File: config.mk
export PLATFORM = sky130hd
export DESIGN_NAME = vector_dot_engine
export DESIGN_NICKNAME = d
export VERILOG_FILES = /design/src/rtl/vecmul_pkg.sv /design/src/rtl/vector_dot_engine_dot_mac.sv /design/src/rtl/vector_dot_engine.sv
export SDC_FILE = /design/constraint.sdc
export NUM_CORES = 1
export LEC_CHECK = 0
export ABC_AREA = 0
export CELL_PAD_IN_SITES_DETAIL_PLACEMENT = 0
export CELL_PAD_IN_SITES_GLOBAL_PLACEMENT = 1
export CORE_UTILIZATION = 40
export DETAILED_ROUTE_END_ITERATION = 10
export PLACE_DENSITY = 0.9
export SYNTH_ARGS = -nofsm -noshare
export SYNTH_HDL_FRONTEND = slang
export SYNTH_HIERARCHICAL = 1
export SYNTH_SLANG_ARGS = --single-unit
File: constraint.sdc
create_clock -name clk -period 12.95 [get_ports clk]
set_clock_uncertainty 0.05 [all_clocks]
set_input_delay 2.59 -clock clk [delete_from_list [all_inputs] [get_ports clk]]
set_output_delay 2.59 -clock clk [all_outputs]
set_load 0.02 [all_outputs]
File: src/rtl/vecmul_pkg.sv
// Shared types and default widths for the vector multiplier.
// Holds the sequencer state encoding used by vector_dot_engine.
package vecmul_pkg;

  localparam int DEF_ADDR_WIDTH = 18;
  localparam int DEF_DATA_WIDTH = 8;

  typedef enum logic [2:0] {
    IDLE,
    ISSUE_A,
    CAPTURE_A,
    ACCUM,
    WRITE,
    DONE
  } state_t;

endpackage

File: src/rtl/vector_dot_engine_dot_mac.sv
// dot_mac: unsigned multiply plus wrapping accumulator.
// Ports: clk, reset, clear, en, a, b in; acc out.
module dot_mac #(
  parameter int DATA_WIDTH = 8,
  parameter int ACC_WIDTH  = 32
) (
  input  logic                  clk,
  input  logic                  reset,
  input  logic                  clear,
  input  logic                  en,
  input  logic [DATA_WIDTH-1:0] a,
  input  logic [DATA_WIDTH-1:0] b,
  output logic [ACC_WIDTH-1:0]  acc
);

  localparam int PW = 2 * DATA_WIDTH;

  logic [PW-1:0] a_ext;
  logic [PW-1:0] b_ext;
  logic [PW-1:0] prod;

  assign a_ext = {{DATA_WIDTH{1'b0}}, a};
  assign b_ext = {{DATA_WIDTH{1'b0}}, b};
  assign prod  = a_ext * b_ext;

  // Sum wraps modulo 2^ACC_WIDTH; no saturation.
  always_ff @(posedge clk) begin
    if (reset || clear) begin
      acc <= '0;
    end else if (en) begin
      acc <= acc + ACC_WIDTH'(prod);
    end
  end

endmodule

File: src/rtl/vector_dot_engine.sv
// Sequencer in front of block_ram: reads A and B, accumulates the dot
// product, writes it back little-endian. Ports: start/base/len in;
// busy/done/result out; ram_addr/ram_we/ram_wdata out, ram_rdata in.
module vector_dot_engine
  import vecmul_pkg::*;
#(
  parameter int ADDR_WIDTH = DEF_ADDR_WIDTH,
  parameter int DATA_WIDTH = DEF_DATA_WIDTH,
  parameter int LEN_WIDTH  = 16,
  parameter int ACC_WIDTH  = 32
) (
  input  logic                  clk,
  input  logic                  reset,
  input  logic                  start,
  input  logic [ADDR_WIDTH-1:0] base_a,
  input  logic [ADDR_WIDTH-1:0] base_b,
  input  logic [ADDR_WIDTH-1:0] dest_addr,
  input  logic [LEN_WIDTH-1:0]  length,
  output logic                  busy,
  output logic                  done,
  output logic [ACC_WIDTH-1:0]  result,
  output logic [ADDR_WIDTH-1:0] ram_addr,
  output logic                  ram_we,
  output logic [DATA_WIDTH-1:0] ram_wdata,
  input  logic [DATA_WIDTH-1:0] ram_rdata
);

  localparam int W  = ACC_WIDTH / DATA_WIDTH;
  localparam int KW = (W > 1) ? $clog2(W) : 1;
  localparam logic [KW-1:0] K_LAST = KW'(W - 1);

  state_t state;
  state_t state_n;

  logic [ADDR_WIDTH-1:0] a_q;
  logic [ADDR_WIDTH-1:0] b_q;
  logic [ADDR_WIDTH-1:0] d_q;
  logic [LEN_WIDTH-1:0]  len_q;
  logic [LEN_WIDTH-1:0]  idx;
  logic [LEN_WIDTH-1:0]  idx_n;
  logic [KW-1:0]         k;
  logic [DATA_WIDTH-1:0] a_reg;
  logic [ACC_WIDTH-1:0]  acc;
  logic                  accept;
  logic                  last;
  logic                  mac_en;

  assign accept = (state == IDLE) && start;
  assign idx_n  = idx + LEN_WIDTH'(1);
  assign last   = (idx == len_q - LEN_WIDTH'(1));
  assign busy   = (state != IDLE);
  assign done   = (state == DONE);

  dot_mac #(
    .DATA_WIDTH (DATA_WIDTH),
    .ACC_WIDTH  (ACC_WIDTH)
  ) u_mac (
    .clk   (clk),
    .reset (reset),
    .clear (accept),
    .en    (mac_en),
    .a     (a_reg),
    .b     (ram_rdata),
    .acc   (acc)
  );

  // ACCUM issues A[i+1] so the next read overlaps the accumulate.
  always_comb begin
    state_n   = state;
    ram_addr  = '0;
    ram_we    = 1'b0;
    ram_wdata = '0;
    mac_en    = 1'b0;
    unique case (state)
      IDLE: begin
        if (start) begin
          state_n = (length == '0) ? WRITE : ISSUE_A;
        end
      end
      ISSUE_A: begin
        ram_addr = a_q + ADDR_WIDTH'(idx);
        state_n  = CAPTURE_A;
      end
      CAPTURE_A: begin
        ram_addr = b_q + ADDR_WIDTH'(idx);
        state_n  = ACCUM;
      end
      ACCUM: begin
        mac_en = 1'b1;
        if (last) begin
          state_n = WRITE;
        end else begin
          ram_addr = a_q + ADDR_WIDTH'(idx_n);
          state_n  = CAPTURE_A;
        end
      end
      WRITE: begin
        ram_we    = 1'b1;
        ram_addr  = d_q + ADDR_WIDTH'(k);
        ram_wdata = acc[int'(k) * DATA_WIDTH +: DATA_WIDTH];
        if (k == K_LAST) begin
          state_n = DONE;
        end
      end
      DONE: begin
        state_n = IDLE;
      end
      default: begin
        state_n = IDLE;
      end
    endcase
  end

  always_ff @(posedge clk) begin
    if (reset) begin
      state  <= IDLE;
      a_q    <= '0;
      b_q    <= '0;
      d_q    <= '0;
      len_q  <= '0;
      idx    <= '0;
      k      <= '0;
      a_reg  <= '0;
      result <= '0;
    end else begin
      state <= state_n;
      if (accept) begin
        a_q   <= base_a;
        b_q   <= base_b;
        d_q   <= dest_addr;
        len_q <= length;
        idx   <= '0;
        k     <= '0;
      end
      if (state == CAPTURE_A) begin
        a_reg <= ram_rdata;
      end
      if (state == ACCUM && !last) begin
        idx <= idx_n;
      end
      if (state == WRITE) begin
        if (k == K_LAST) begin
          k      <= '0;
          result <= acc;
        end else begin
          k <= k + KW'(1);
        end
      end
    end
  end

endmodule

==> summary.txt, run 1 <==
Run status
  • Outcome: completed

Detailed routing
  • Average wire per standard cell: 16.91 microns
  • Final routed DRC violation total: 0
  • Number of antenna-violating nets in the routed design: 0
  • Number of DRC markers in iteration 0: between 900 and 1000
  • Average via count per standard cell: roughly 5.5
  • Final WL: ~35000 microns
  • Count of vias placed by the detailed router: around 11000
  • Router iterations before antenna repair: 5

Place
  • Cell total after placement: 2049
  • Detailed placement HPWL: ~26000 microns
  • RD Place Congestion: 0.9167
  • Post-place instance area: 13870 sq um
  • Minimum setup slack after placement: ~5.3 ns
  • Port-buffer cells: 141

Power
  • Static Leak: 5.988 nW
  • Sum of internal, switching and leakage power: ~1.4 mW
  • VDD IR-drop max: between 0.09 and 0.1 mV
  • Total power per unit cell area: between 90 and 100 nW/um^2

Clocking
  • Clock transition at the registers of the reported paths: approximately 0.070 ns
  • Root cell of the clock tree: sky130_fd_sc_hd__clkbuf_16
  • CTS Hold Bufs: 0
  • Clock sink total: 163
  • Clock latency of the later-clocked register in the worst-skew pair: 0.44 ns
  • Maximum clock path buffer count: 2
  • Post-cts repair resize count: 0
  • Num CTS Buffers: 17
  • Post-CTS Setup Inserts: 0
  • Clock tree from TritonCTS: built
  • Maximum level of the CTS H-tree: 4

Synthesis
  • Most area-consuming cells after synthesis: sky130_fd_sc_hd__dfxtp_1 (27%), sky130_fd_sc_hd__nand2_1 (11%), sky130_fd_sc_hd__fa_1 (8.7%), sky130_fd_sc_hd__ha_1 (8.0%), sky130_fd_sc_hd__a21oi_1 (6.5%)
  • Synthesized netlist net count: roughly 1800
  • Count of state elements after synthesis: between 150 and 200
  • Count of cell types in the netlist: slightly below 70
  • Number of synthesized flops with an enable pin: 0
  • Cell count after synthesis: about 1600
  • Average footprint of a synthesized cell: just under 8 sq um
  • Synth area leader: sky130_fd_sc_hd__dfxtp_1
  • Share of async-settable or async-resettable flops after synthesis: 0%
  • Synth Cell Area: 12230 sq um
  • Dominant cell by count in the synthesized netlist: sky130_fd_sc_hd__nand2_1
  • Post-synth top area share: between 20% and 30%
  • Leading post-synthesis cells by instance count: sky130_fd_sc_hd__nand2_1 (356), sky130_fd_sc_hd__dfxtp_1 (163), sky130_fd_sc_hd__a21oi_1 (158), sky130_fd_sc_hd__inv_1 (120), sky130_fd_sc_hd__ha_1 (78)
  • Share of synthesized area occupied by flip-flops and latches: between 20% and 30%
  • Synth Flop Type: sky130_fd_sc_hd__dfxtp_1
  • Number of warnings reported in the yosys synthesis log: 6

Final layout
  • Share of post-route cells with drive strength above 1: 4.140%
  • Top flop regs: result: 32 flops, u_mac/acc: 32 flops
  • Total number of nets in the final design: 1890
  • Cell Count, Final, Fillers Out: between 2000 and 2500
  • Relative area change from synthesis to final layout: 18.41%
  • Fillers: approximately 3000
  • Final instance area: ~14000 sq um
  • Number of inserted diodes: 0
  • Fin util: 48.47%

Setup path
  • Data required time of the worst path: slightly above 10 ns
  • Capturing element type of the critical path: primary output
  • Peak fanout along the critical path: 8
  • Startpoint types: flip-flop
  • Critical Setup Path Class: reg2out
  • Arrival time at the worst endpoint: 4.99 ns

Die
  • Site row count: 63
  • Area of the placeable core: roughly 30000 sq um
  • Overall die area: approximately 31000 sq um
  • X dimension of the die: about 180 microns
  • Die height: ~180 microns
  • Number of placed I/O pins: about 140
  • Initial cell density of the core: around two fifths

Timing
  • Unrepaired setup endpoints after global routing: no
  • Fin Setup TNS: 0 ns
  • Peak clock frequency supported by timing: about 130 MHz
  • Worst slew pin tran: 1.165 ns
  • Hold Violations, Final: 0
  • Final worst path period need: 7.628 ns
  • Post-route worst setup slack: roughly 5.3 ns
  • Number of pins with negative max-slew slack in the final report: 0
  • Share of the cycle needed by the critical path after routing: between 50% and 60%
  • Final hold slack: 0.4033 ns
  • Slew Limit Headroom: ~22%
  • Count of final setup violators: 0

Global route
  • Global-route total usage across every layer: 22.77%
  • Wire length of the first global-routing pass: around 56000 microns
  • GRT Residual Overflow: 0
  • Via count of the first global-routing pass: between 10000 and 15000
  • Largest net degree at the start of global routing: 86
  • Number of antenna violations at the first check in global routing: 0

Hold path
  • Worst min-delay path category: reg2reg

Job
  • Max capacitance violation total: 0
==> kinds of logic (layout without fill, tap and decap cells) <==
| family | count (synthesis) | in the layout | share of synthesized area [%] |
|---|---|---|---|
| buf+inv | 200 | 301 | 6.302 |
| xor+xnor | 86 | 86 | 6.159 |
| fa+ha+maj | 131 | 131 | 16.66 |
| mux | 29 | 29 | 3.223 |
| compound gates | 338 | 338 | 16.61 |
| simple gates | 643 | 643 | 24.37 |
| flops | 163 | 163 | 26.68 |
==> metal layers <==
layer | global-route usage [%] | wire [microns] | vias to the layer above
li1 | - | - | 5576
met5 | 0 | 0 | -
met1 | 32.95 | 16730 | 5376
met3 | 3.136 | 2133 | 39
met4 | 6.717 | 590 | 0
met2 | 34.93 | 15730 | 365
==> where the power goes <==
group	leakage, nW	internal, mW	switching, mW	total [mW]
Clock	0.297	0.295	0.248	0.543
Combinational	4.37	0.138	0.204	0.342
Sequential	1.32	0.525	0.0328	0.558
Total	5.99	0.958	0.485	1.44
==> area by class of cell <==
cell class              count  area [sq um]  share of cell area, %
flip-flops and latches    163          3263                  22.54
multi-input cells        1227          8203                  56.65
inverters                 121         454.2                  3.137
clock buffers              18         429.2                  2.964
repair buffers            148          1461                  10.09
clock inverters            14         181.4                  1.253
well taps                 390         488.0                  3.370
==> worst paths after layout <==
path | start | endpoint | slack (ns) | cells past startpoint
max | idx[0] | ram_addr[17] | 5.32 | 15
min | result[15] | result[15] | 0.40 | 2
max reg2reg | a_reg[5] | u_mac/acc[27] | 7.94 | 14
min reg2reg | result[15] | result[15] | 0.40 | 2
==> critical path: stages (launching register included) <==
cell                              delay [ns]
sky130_fd_sc_hd__dfxtp_1                0.55
sky130_fd_sc_hd__ha_1                   0.25
sky130_fd_sc_hd__nand3_1                0.26
sky130_fd_sc_hd__nor3_1                 0.47
sky130_fd_sc_hd__and3_1                 0.37
sky130_fd_sc_hd__and3_1                 0.21
sky130_fd_sc_hd__and3_1                 0.18
sky130_fd_sc_hd__xor2_1                 0.22
sky130_fd_sc_hd__ha_1                   0.32
sky130_fd_sc_hd__nand3_1                0.11
sky130_fd_sc_hd__nand2_1                0.08
sky130_fd_sc_hd__a41oi_1                0.23
sky130_fd_sc_hd__mux2_2                 0.36
sky130_fd_sc_hd__a31oi_1                0.17
sky130_fd_sc_hd__a221o_1                0.16
sky130_fd_sc_hd__clkdlybuf4s50_1        0.61
==> layout by cell type, fill, tap and decap left out, types with 4 or more instances in the layout <==
cell type,synthesis,layout
sky130_fd_sc_hd__inv_6,0,6
sky130_fd_sc_hd__nor4_1,10,10
sky130_fd_sc_hd__a21oi_1,158,158
sky130_fd_sc_hd__nand3_1,46,46
sky130_fd_sc_hd__buf_4,1,8
sky130_fd_sc_hd__nand4_1,11,11
sky130_fd_sc_hd__clkdlybuf4s50_1,0,140
sky130_fd_sc_hd__mux2i_1,18,18
sky130_fd_sc_hd__xor2_1,35,35
sky130_fd_sc_hd__a22oi_1,11,11
sky130_fd_sc_hd__o21a_1,10,10
sky130_fd_sc_hd__o211ai_1,14,14
sky130_fd_sc_hd__o221ai_1,4,4
sky130_fd_sc_hd__o21bai_1,11,11
sky130_fd_sc_hd__a211oi_1,11,11
sky130_fd_sc_hd__or2_2,6,6
sky130_fd_sc_hd__nand4b_1,4,4
sky130_fd_sc_hd__and2_1,41,41
sky130_fd_sc_hd__dfxtp_1,163,163
sky130_fd_sc_hd__nand2b_1,18,18
sky130_fd_sc_hd__fa_1,53,53
sky130_fd_sc_hd__inv_8,0,4
sky130_fd_sc_hd__nor3_1,26,26
sky130_fd_sc_hd__mux4_2,8,8
sky130_fd_sc_hd__clkbuf_16,0,17
sky130_fd_sc_hd__o21ai_0,57,57
sky130_fd_sc_hd__xnor2_1,51,51
sky130_fd_sc_hd__ha_1,78,78
sky130_fd_sc_hd__or3_1,18,18
sky130_fd_sc_hd__and3_1,23,23
sky130_fd_sc_hd__a21o_1,14,14
sky130_fd_sc_hd__nand2_1,356,355
sky130_fd_sc_hd__nor2b_1,7,7
sky130_fd_sc_hd__nor3b_1,6,5
sky130_fd_sc_hd__inv_1,120,119
sky130_fd_sc_hd__a31oi_1,8,8
sky130_fd_sc_hd__o31ai_1,9,9
sky130_fd_sc_hd__nor2_1,54,54
(Power assumes the default switching activity.)
==> inputs of run 2 (changes only) <==
--- a/config.mk
+++ b/config.mk
@@ -8,9 +8,9 @@
 export ABC_AREA = 0
 export CELL_PAD_IN_SITES_DETAIL_PLACEMENT = 0
 export CELL_PAD_IN_SITES_GLOBAL_PLACEMENT = 1
-export CORE_UTILIZATION = 40
+export CORE_UTILIZATION = 38
 export DETAILED_ROUTE_END_ITERATION = 10
-export PLACE_DENSITY = 0.9
+export PLACE_DENSITY = 0.89
 export SYNTH_ARGS = -nofsm -noshare
 export SYNTH_HDL_FRONTEND = slang
 export SYNTH_HIERARCHICAL = 1
==> constraint.sdc (replaced) <==
create_clock -name clk -period 6.7 [get_ports clk]
set_clock_uncertainty 0.05 [all_clocks]
set_input_delay 1.34 -clock clk [delete_from_list [all_inputs] [get_ports clk]]
set_output_delay 1.34 -clock clk [all_outputs]
set_load 0.02 [all_outputs]
==> run 2 against run 1 <==
  * Non-clock buffer count up 3
  * Cell count up 0.72%
  * Via count down 1.1%
  * Count of clock-buffer cells in the layout unchanged
  * First-iteration DRC count up 0.97%
  * Wire length down 1.2%
  * Combinational power up 94%
  * Sequential share of layout area about the same
  * Sequential cell count unchanged
  * Die area up 5.2%
  * Core utilization down 2.7 points
  * Critical path type unchanged
  * Critical endpoint unchanged
  * Largest cell class unchanged
  * Largest power group unchanged
==> summary.txt, run 2 (synthesized netlist as in run 1, its figures left out) <==
Detailed routing
  • Average via count per standard cell: 5.358 (-1.8%)
  • Number of antenna-violating nets in the routed design: 0 (unchanged)
  • Count of vias placed by the detailed router: 11230 (-1.1%)
  • Average wire per standard cell: 16.58 microns (-2.0%)
  • Router iterations before antenna repair: 5 (unchanged)
  • Final routed DRC violation total: 0 (unchanged)
  • Final WL: 34740 microns (-1.2%)
  • Number of DRC markers in iteration 0: 940 (+0.97%)

Final layout
  • Share of post-route cells with drive strength above 1: 4.309% (+0.17 points)
  • Most common library cell in the layout ignoring fill and taps: sky130_fd_sc_hd__nand2_1
  • Final instance area: 14480 sq um (about the same)
  • Commonest cells after routing, fill and taps aside: sky130_fd_sc_hd__nand2_1 (355), sky130_fd_sc_hd__dfxtp_1 (163), sky130_fd_sc_hd__a21oi_1 (158), sky130_fd_sc_hd__clkdlybuf4s50_1 (140), sky130_fd_sc_hd__inv_1 (119)
  • Cell Count, Final, Fillers Out: 2096 (+0.72%)
  • Number of inserted diodes: 0 (unchanged)
  • Top flop regs: result: 32 flops, u_mac/acc: 32 flops
  • Relative area change from synthesis to final layout: 18.38% (about the same)
  • Total number of nets in the final design: 1893 (+0.16%)

Power
  • Net switching power: 0.9157 mW (+89%)
  • Switching power as a share of total power: 33.60% (about the same)
  • Part of the total power dissipated in sequential elements: 39.6% (+0.9 points)
  • Static Leak: 5.980 nW (-0.13%)
  • Total internal power: 1.809 mW (+89%)
  • Combinational power share: 24.3% (+0.6 points)
  • Total power per unit cell area: 188.2 nW/um^2 (+89%)
  • Clock share of power: 36.0% (-1.7 points)
  • VDD IR-drop max: 0.1844 mV (+100%)

Clocking
  • Clock latency of the later-clocked register in the worst-skew pair: 0.43 ns (about the same)
  • Root cell of the clock tree: sky130_fd_sc_hd__clkbuf_16
  • CTS Hold Bufs: 0 (unchanged)
  • Num CTS Buffers: 17 (unchanged)
  • Maximum clock path buffer count: 2 (unchanged)
  • Post-cts repair resize count: 0 (unchanged)
  • Clock sink total: 163 (unchanged)
  • Clock transition at the registers of the reported paths: 0.07 ns (about the same)
  • Clock tree from TritonCTS: built
  • Maximum level of the CTS H-tree: 4 (unchanged)
  • Post-CTS Setup Inserts: 0 (unchanged)

Setup path
  • Worst reg2reg startpoint: a_reg[4]
  • Arrival time at the worst endpoint: 4.93 ns (-0.06 ns)
  • Data required time of the worst path: 5.31 ns (-5.00 ns)
  • Crit-path most repeated cell: sky130_fd_sc_hd__and3_1
  • Crit-path cells: ha_1 > nand3_1 > nor3_1 > and3_1 > and3_1 > and3_1 > xor2_1 > ha_1 > nand3_1 > nand2_1 > a41oi_1 > mux2_2 > a31oi_1 > a221o_1 > clkdlybuf4s50_1
  • Startpoint types: flip-flop
  • Peak fanout along the critical path: 7 (-1)
  • Count of buffering cells on the critical path with inverters included: 1 (unchanged)
  • Start point of the critical path: idx[1]
  • Largest stage delay on the critical path: 0.61 ns (about the same)
  • Kind of cell adding the most delay to the critical path: simple AND/OR/NAND/NOR gates
  • Capturing element type of the critical path: primary output
  • Critical Setup Path Class: reg2out
  • Cell with the largest stage delay on the worst path: sky130_fd_sc_hd__clkdlybuf4s50_1

Global route
  • GRT Residual Overflow: 0 (unchanged)
  • Largest net degree at the start of global routing: 82 (-4.7%)
  • Wire length of the first global-routing pass: 55660 microns (-1.2%)
  • Number of antenna violations at the first check in global routing: 0 (unchanged)
  • Via count of the first global-routing pass: 10731 (+0.31%)
  • Global-route total usage across every layer: 20.96% (-1.8 points)

Timing
  • Share of the cycle needed by the critical path after routing: between 90 and 100%
  • Worst slew pin tran: 1.097 ns (-0.06802 ns)
  • Count of final setup violators: 0 (unchanged)
  • Final worst path period need: between 6 and 7 ns
  • Post-route worst setup slack: 0.3757 ns (-4.946 ns)
  • Peak clock frequency supported by timing: 158.1 MHz
  • Hold Violations, Final: 0 (unchanged)
  • Unrepaired setup endpoints after global routing: no
  • Fin Setup TNS: 0 ns (unchanged)
  • Final hold slack: 0.4041 ns (+0.0008180 ns)
  • Number of pins with negative max-slew slack in the final report: 0 (unchanged)
  • Slew Limit Headroom: 26.71% (+4.4 points)

Job
  • Max capacitance violation total: 0 (unchanged)

Place
  • Cell total after placement: 2064 (+0.73%)
  • Minimum setup slack after placement: 0.3122 ns (-4.969 ns)
  • Detailed placement HPWL: 26170 microns (+0.56%)
  • Port-buffer cells: 141 (unchanged)
  • RD Place Congestion: 0.9334 (+1.8%)
  • Post-place instance area: 13910 sq um (+0.27%)

Hold path
  • Worst min-delay path category: reg2reg
  • Min-delay src: result[3]

Die
  • Overall die area: 32900 sq um (+5.2%)
  • Area of the placeable core: 31640 sq um (+5.9%)
  • Die height: 181.4 microns (+2.6%)
  • Site row count: 65 (+3.2%)
  • Initial cell density of the core: 38.66% (-2.3 points)
  • X dimension of the die: 181.4 microns (+2.6%)
  • Number of placed I/O pins: 142 (unchanged)

Run status
  • Outcome: completed
-- run 2: changes by cell type in the layout (fill, tap and decap cells not counted) --
cell                         previous run  this run
sky130_fd_sc_hd__inv_6                  6         5
sky130_fd_sc_hd__bufinv_16              2         1
sky130_fd_sc_hd__clkinv_8               1         0
sky130_fd_sc_hd__clkinv_2               0         2
sky130_fd_sc_hd__buf_4                  8        11
sky130_fd_sc_hd__inv_8                  4         3
sky130_fd_sc_hd__clkinvlp_4             1         3
-- run 2: power by group through the flow --
stage | registers [mW] | clock network [mW] | logic [mW]
2_1_floorplan | 1.07 | 0 | 0.466
3_3_place_gp | 1.10 | 0 | 0.649
3_5_place_dp | 1.10 | 0 | 0.658
4_1_cts | 1.08 | 1.00 | 0.663
5_1_grt | 1.09 | 1.04 | 0.738
6_report | 1.08 | 0.982 | 0.663
-- run 2: final timing paths --
path,slack (ns),cells after the start,endpoint
worst min register to register,0.40,2,result[3]
worst min-delay path,0.40,2,result[3]
worst max-delay path,0.38,15,ram_addr[17]
worst max register to register,1.76,14,u_mac/acc[27]
-- run 2: final cells by class --
cell class                 count  area, sq um
sequential                   163         3263
inverter                     121        454.2
timing repair buffer         151         1484
clock buffer                  18        429.2
clock inverter                14        140.1
tap                          402        503.0
multi-input combinational   1227         8203
fill                        3121        17160
-- run 2: metal layers --
metal	GRT usage, %	vias to the layer above	wire (microns)
li1	-	5572	-
met1	29.94	5332	16920
met2	32.69	297	15590
met3	3.129	29	1671
met4	5.864	0	556
met5	0	-	0
-- run 2: stage by stage --
stage	util (%)	power (mW)
2_1_floorplan	-	1.537
3_3_place_gp	43.96	1.748
3_5_place_dp	43.96	1.759
4_1_cts	45.76	2.743
5_1_grt	45.76	2.861
6_report	45.76	2.725
-- run 2: tightest hold or removal path, delay by kind of cell, from the launching register on --
kind | cells | cell delay, ns
flip-flops | 1 | 0.31
AND/OR/NAND/NOR | 1 | 0.05
AO/OA/AOI/OAI | 1 | 0.05
==> inputs of run 3 (changes only) <==
--- a/config.mk
+++ b/config.mk
@@ -8,8 +8,10 @@
 export ABC_AREA = 0
 export CELL_PAD_IN_SITES_DETAIL_PLACEMENT = 0
 export CELL_PAD_IN_SITES_GLOBAL_PLACEMENT = 1
+export CORE_ASPECT_RATIO = 1.1
 export CORE_UTILIZATION = 38
 export DETAILED_ROUTE_END_ITERATION = 10
+export GPL_TIMING_DRIVEN = 0
 export PLACE_DENSITY = 0.89
 export SYNTH_ARGS = -nofsm -noshare
 export SYNTH_HDL_FRONTEND = slang
==> constraint.sdc (replaced) <==
create_clock -name clk -period 6.7 [get_ports clk]
set_clock_uncertainty 0.05 [all_clocks]
set_input_delay 1.34 -clock clk [delete_from_list [all_inputs] [get_ports clk]]
set_output_delay 1.34 -clock clk [all_outputs]
set_load 0.005 [all_outputs]
==> run 3 against run 2 <==
  * Design area rose by 2.2%
  * Global-route usage rose by 2.7 points
  * Non-clock buffer count rose by 69
  * Via count rose by 4.8%
  * Count of clock-buffer cells in the layout rose by 2
  * Wire length rose by 11%
  * Die area barely moved
  * Clock power rose by 6%
  * Cell count rose by 4.2%
  * First-iteration DRC count fell by 27%
==> summary.txt, run 3 (synthesized netlist as in run 1, its figures left out) <==
Clocking
  • Maximum clock path buffer count: 2 (unchanged)
  • Clock latency of the later-clocked register in the worst-skew pair: 0.45 ns (+0.02 ns)
  • Post-CTS Setup Inserts: 0 (unchanged)
  • Root cell of the clock tree: sky130_fd_sc_hd__clkbuf_16
  • Post-cts repair resize count: 0 (unchanged)
  • Maximum level of the CTS H-tree: 4 (unchanged)
  • Clock tree from TritonCTS: built
  • Clock transition at the registers of the reported paths: 0.07 ns (about the same)
  • Num CTS Buffers: 17 (unchanged)
  • CTS Hold Bufs: 0 (unchanged)
  • Clock sink total: 163 (unchanged)

Setup path
  • Start point of the critical path: state[1]
  • Capturing element type of the critical path: primary output
  • Worst reg2reg startpoint: a_reg[5]
  • Data required time of the worst path: 5.31 ns (about the same)
  • Arrival time at the worst endpoint: 5.03 ns (+0.10 ns)
  • Startpoint types: flip-flop
  • Critical Setup Path Class: reg2out
  • Peak fanout along the critical path: 10 (+3)

Global route
  • Largest net degree at the start of global routing: 17 (-79%)
  • Via count of the first global-routing pass: 11160 (+4.0%)
  • Number of antenna violations at the first check in global routing: 0 (unchanged)
  • Wire length of the first global-routing pass: 60930 microns (+9.5%)
  • GRT Residual Overflow: 0 (unchanged)
  • Global-route total usage across every layer: 23.70% (+2.7 points)

Job
  • Max capacitance violation total: 0 (unchanged)

Die
  • Number of placed I/O pins: 142 (unchanged)
  • Site row count: 68 (+4.6%)
  • X dimension of the die: 173.0 microns (-4.6%)
  • Area of the placeable core: 31570 sq um (-0.23%)
  • Die height: 190.2 microns (+4.8%)
  • Initial cell density of the core: 38.74% (+0.087 points)
  • Overall die area: 32900 sq um (about the same)

Final layout
  • Total number of nets in the final design: 1962 (+3.6%)
  • Number of inserted diodes: 0 (unchanged)
  • Top flop regs: result: 32 flops, u_mac/acc: 32 flops
  • Fin util: 46.88% (+1.1 points)
  • Commonest cells after routing, fill and taps aside: sky130_fd_sc_hd__nand2_1 (356), sky130_fd_sc_hd__dfxtp_1 (163), sky130_fd_sc_hd__a21oi_1 (158), sky130_fd_sc_hd__clkdlybuf4s50_1 (141), sky130_fd_sc_hd__inv_1 (120)
  • Total area of multi-input combinational cells: 8215 sq um (+0.15%)
  • Most common library cell in the layout ignoring fill and taps: sky130_fd_sc_hd__nand2_1
  • Cell Count, Final, Fillers Out: 2183 (+4.2%)
  • Final instance area: 14800 sq um (+2.2%)
  • Relative area change from synthesis to final layout: 21.00%
  • Sequential cell area: 3263 sq um (unchanged)
  • Share of post-route cells with drive strength above 1: 4.197% (-0.11 points)
  • Fillers: 3143 (+0.70%)

Place
  • Cell total after placement: 2151 (+4.2%)
  • Minimum setup slack after placement: 0.1273 ns (-0.1849 ns)
  • RD Place Congestion: 0.9550 (+2.3%)
  • Detailed placement HPWL: 30380 microns (+16%)
  • Post-place instance area: 14170 sq um (+1.9%)
  • Port-buffer cells: 141 (unchanged)

Power
  • Static Leak: 6.071 nW (+1.5%)
  • Total power per unit cell area: 189.3 nW/um^2 (+0.56%)
  • Sum of internal, switching and leakage power: 2.801 mW (+2.8%)
  • VDD IR-drop max: 0.1281 mV (-31%)

Run status
  • Outcome: completed

Timing
  • Share of the cycle needed by the critical path after routing: 95.87% (+1.5 points)
  • Worst slew pin tran: 0.8138 ns (-0.2829 ns)
  • Final worst path period need: 6.423 ns (+0.09917 ns)
  • Slew Limit Headroom: 45.75% (+19 points)
  • Post-route worst setup slack: 0.2765 ns (-0.09917 ns)
  • Hold Violations, Final: 0 (unchanged)
  • Count of final setup violators: 0 (unchanged)
  • Peak clock frequency supported by timing: 155.7 MHz (-1.5%)
  • Number of pins with negative max-slew slack in the final report: 0 (unchanged)

Detailed routing
  • Final WL: 38640 microns (+11%)
  • Average wire per standard cell: 17.70 microns (+6.8%)
  • Average via count per standard cell: 5.389 (+0.59%)
  • Final routed DRC violation total: 0 (unchanged)
  • Router iterations before antenna repair: 4 (-1)
  • Number of antenna-violating nets in the routed design: 0 (unchanged)
  • Count of vias placed by the detailed router: 11765 (+4.8%)
  • Number of DRC markers in iteration 0: 687 (-27%)

Hold path
  • Worst min-delay path category: reg2reg
  • Min-delay src: result[24]
==> run 3: cell count changes in the layout (fill, tap and decap cells not counted), moves of 6 or more <==
cell	before	now
sky130_fd_sc_hd__buf_4	11	1
sky130_fd_sc_hd__clkbuf_1	1	62
sky130_fd_sc_hd__buf_1	0	7
sky130_fd_sc_hd__buf_2	0	6
==> run 3: critical path: stages (launching register included) <==
cell and delay [ns]:
sky130_fd_sc_hd__dfxtp_1 0.31, sky130_fd_sc_hd__clkbuf_1 0.28, sky130_fd_sc_hd__or3b_2 0.47, sky130_fd_sc_hd__clkbuf_1 0.30, sky130_fd_sc_hd__clkbuf_2 0.30, sky130_fd_sc_hd__nand2_1 0.13, sky130_fd_sc_hd__nand2_1 0.09, sky130_fd_sc_hd__ha_1 0.29
sky130_fd_sc_hd__a211oi_1 0.36, sky130_fd_sc_hd__o211ai_1 0.20, sky130_fd_sc_hd__a41oi_1 0.45, sky130_fd_sc_hd__o31ai_2 0.17, sky130_fd_sc_hd__a21o_1 0.20, sky130_fd_sc_hd__a21oi_1 0.17, sky130_fd_sc_hd__xor2_1 0.09, sky130_fd_sc_hd__o221ai_1 0.22
sky130_fd_sc_hd__clkdlybuf4s50_1 0.56
==> run 3: power breakdown <==
group | switching (mW) | internal [mW] | total (mW)
registers | 0.0590 | 1.01 | 1.07
clock network | 0.452 | 0.586 | 1.04
logic | 0.413 | 0.277 | 0.690
==> run 3: worst paths after layout <==
path	end	slack, ns	depth (start not counted)
worst max register to register	u_mac/acc[27]	1.59	14
worst min register to register	result[24]	0.40	2
worst min-delay path	result[24]	0.40	2
worst max-delay path	ram_addr[15]	0.28	16
==> run 3: layout make-up <==
type	count	area share, %
plain buffers	79	2.148
clock buffers	20	3.154
clock inverters	12	0.9724
inverters	121	3.069
multi-input cells	1227	55.52
flip-flops and latches	163	22.05
well taps	420	3.551
repair buffers	141	9.538
==> run 3: per-layer routing <==
| layer | GRT usage, % | vias to the layer above | part of all wire (%) |
|---|---|---|---|
| li1 | - | 5721 | - |
| met1 | 31.62 | 5649 | 46 |
| met2 | 39.07 | 342 | 47 |
| met3 | 3.477 | 53 | 5.0 |
| met4 | 8.203 | 0 | 2.5 |
| met5 | 0 | - | 0 |
==> run 3: stage by stage <==
stage / TNS [ns] / hold slack (ns)
2_1_floorplan: 0 / 0.3857
3_3_place_gp: 0 / 0.3937
3_5_place_dp: 0 / 0.3987
4_1_cts: 0 / 0.4083
5_1_grt: -0.03909 / 0.4196
6_report: 0 / 0.4044
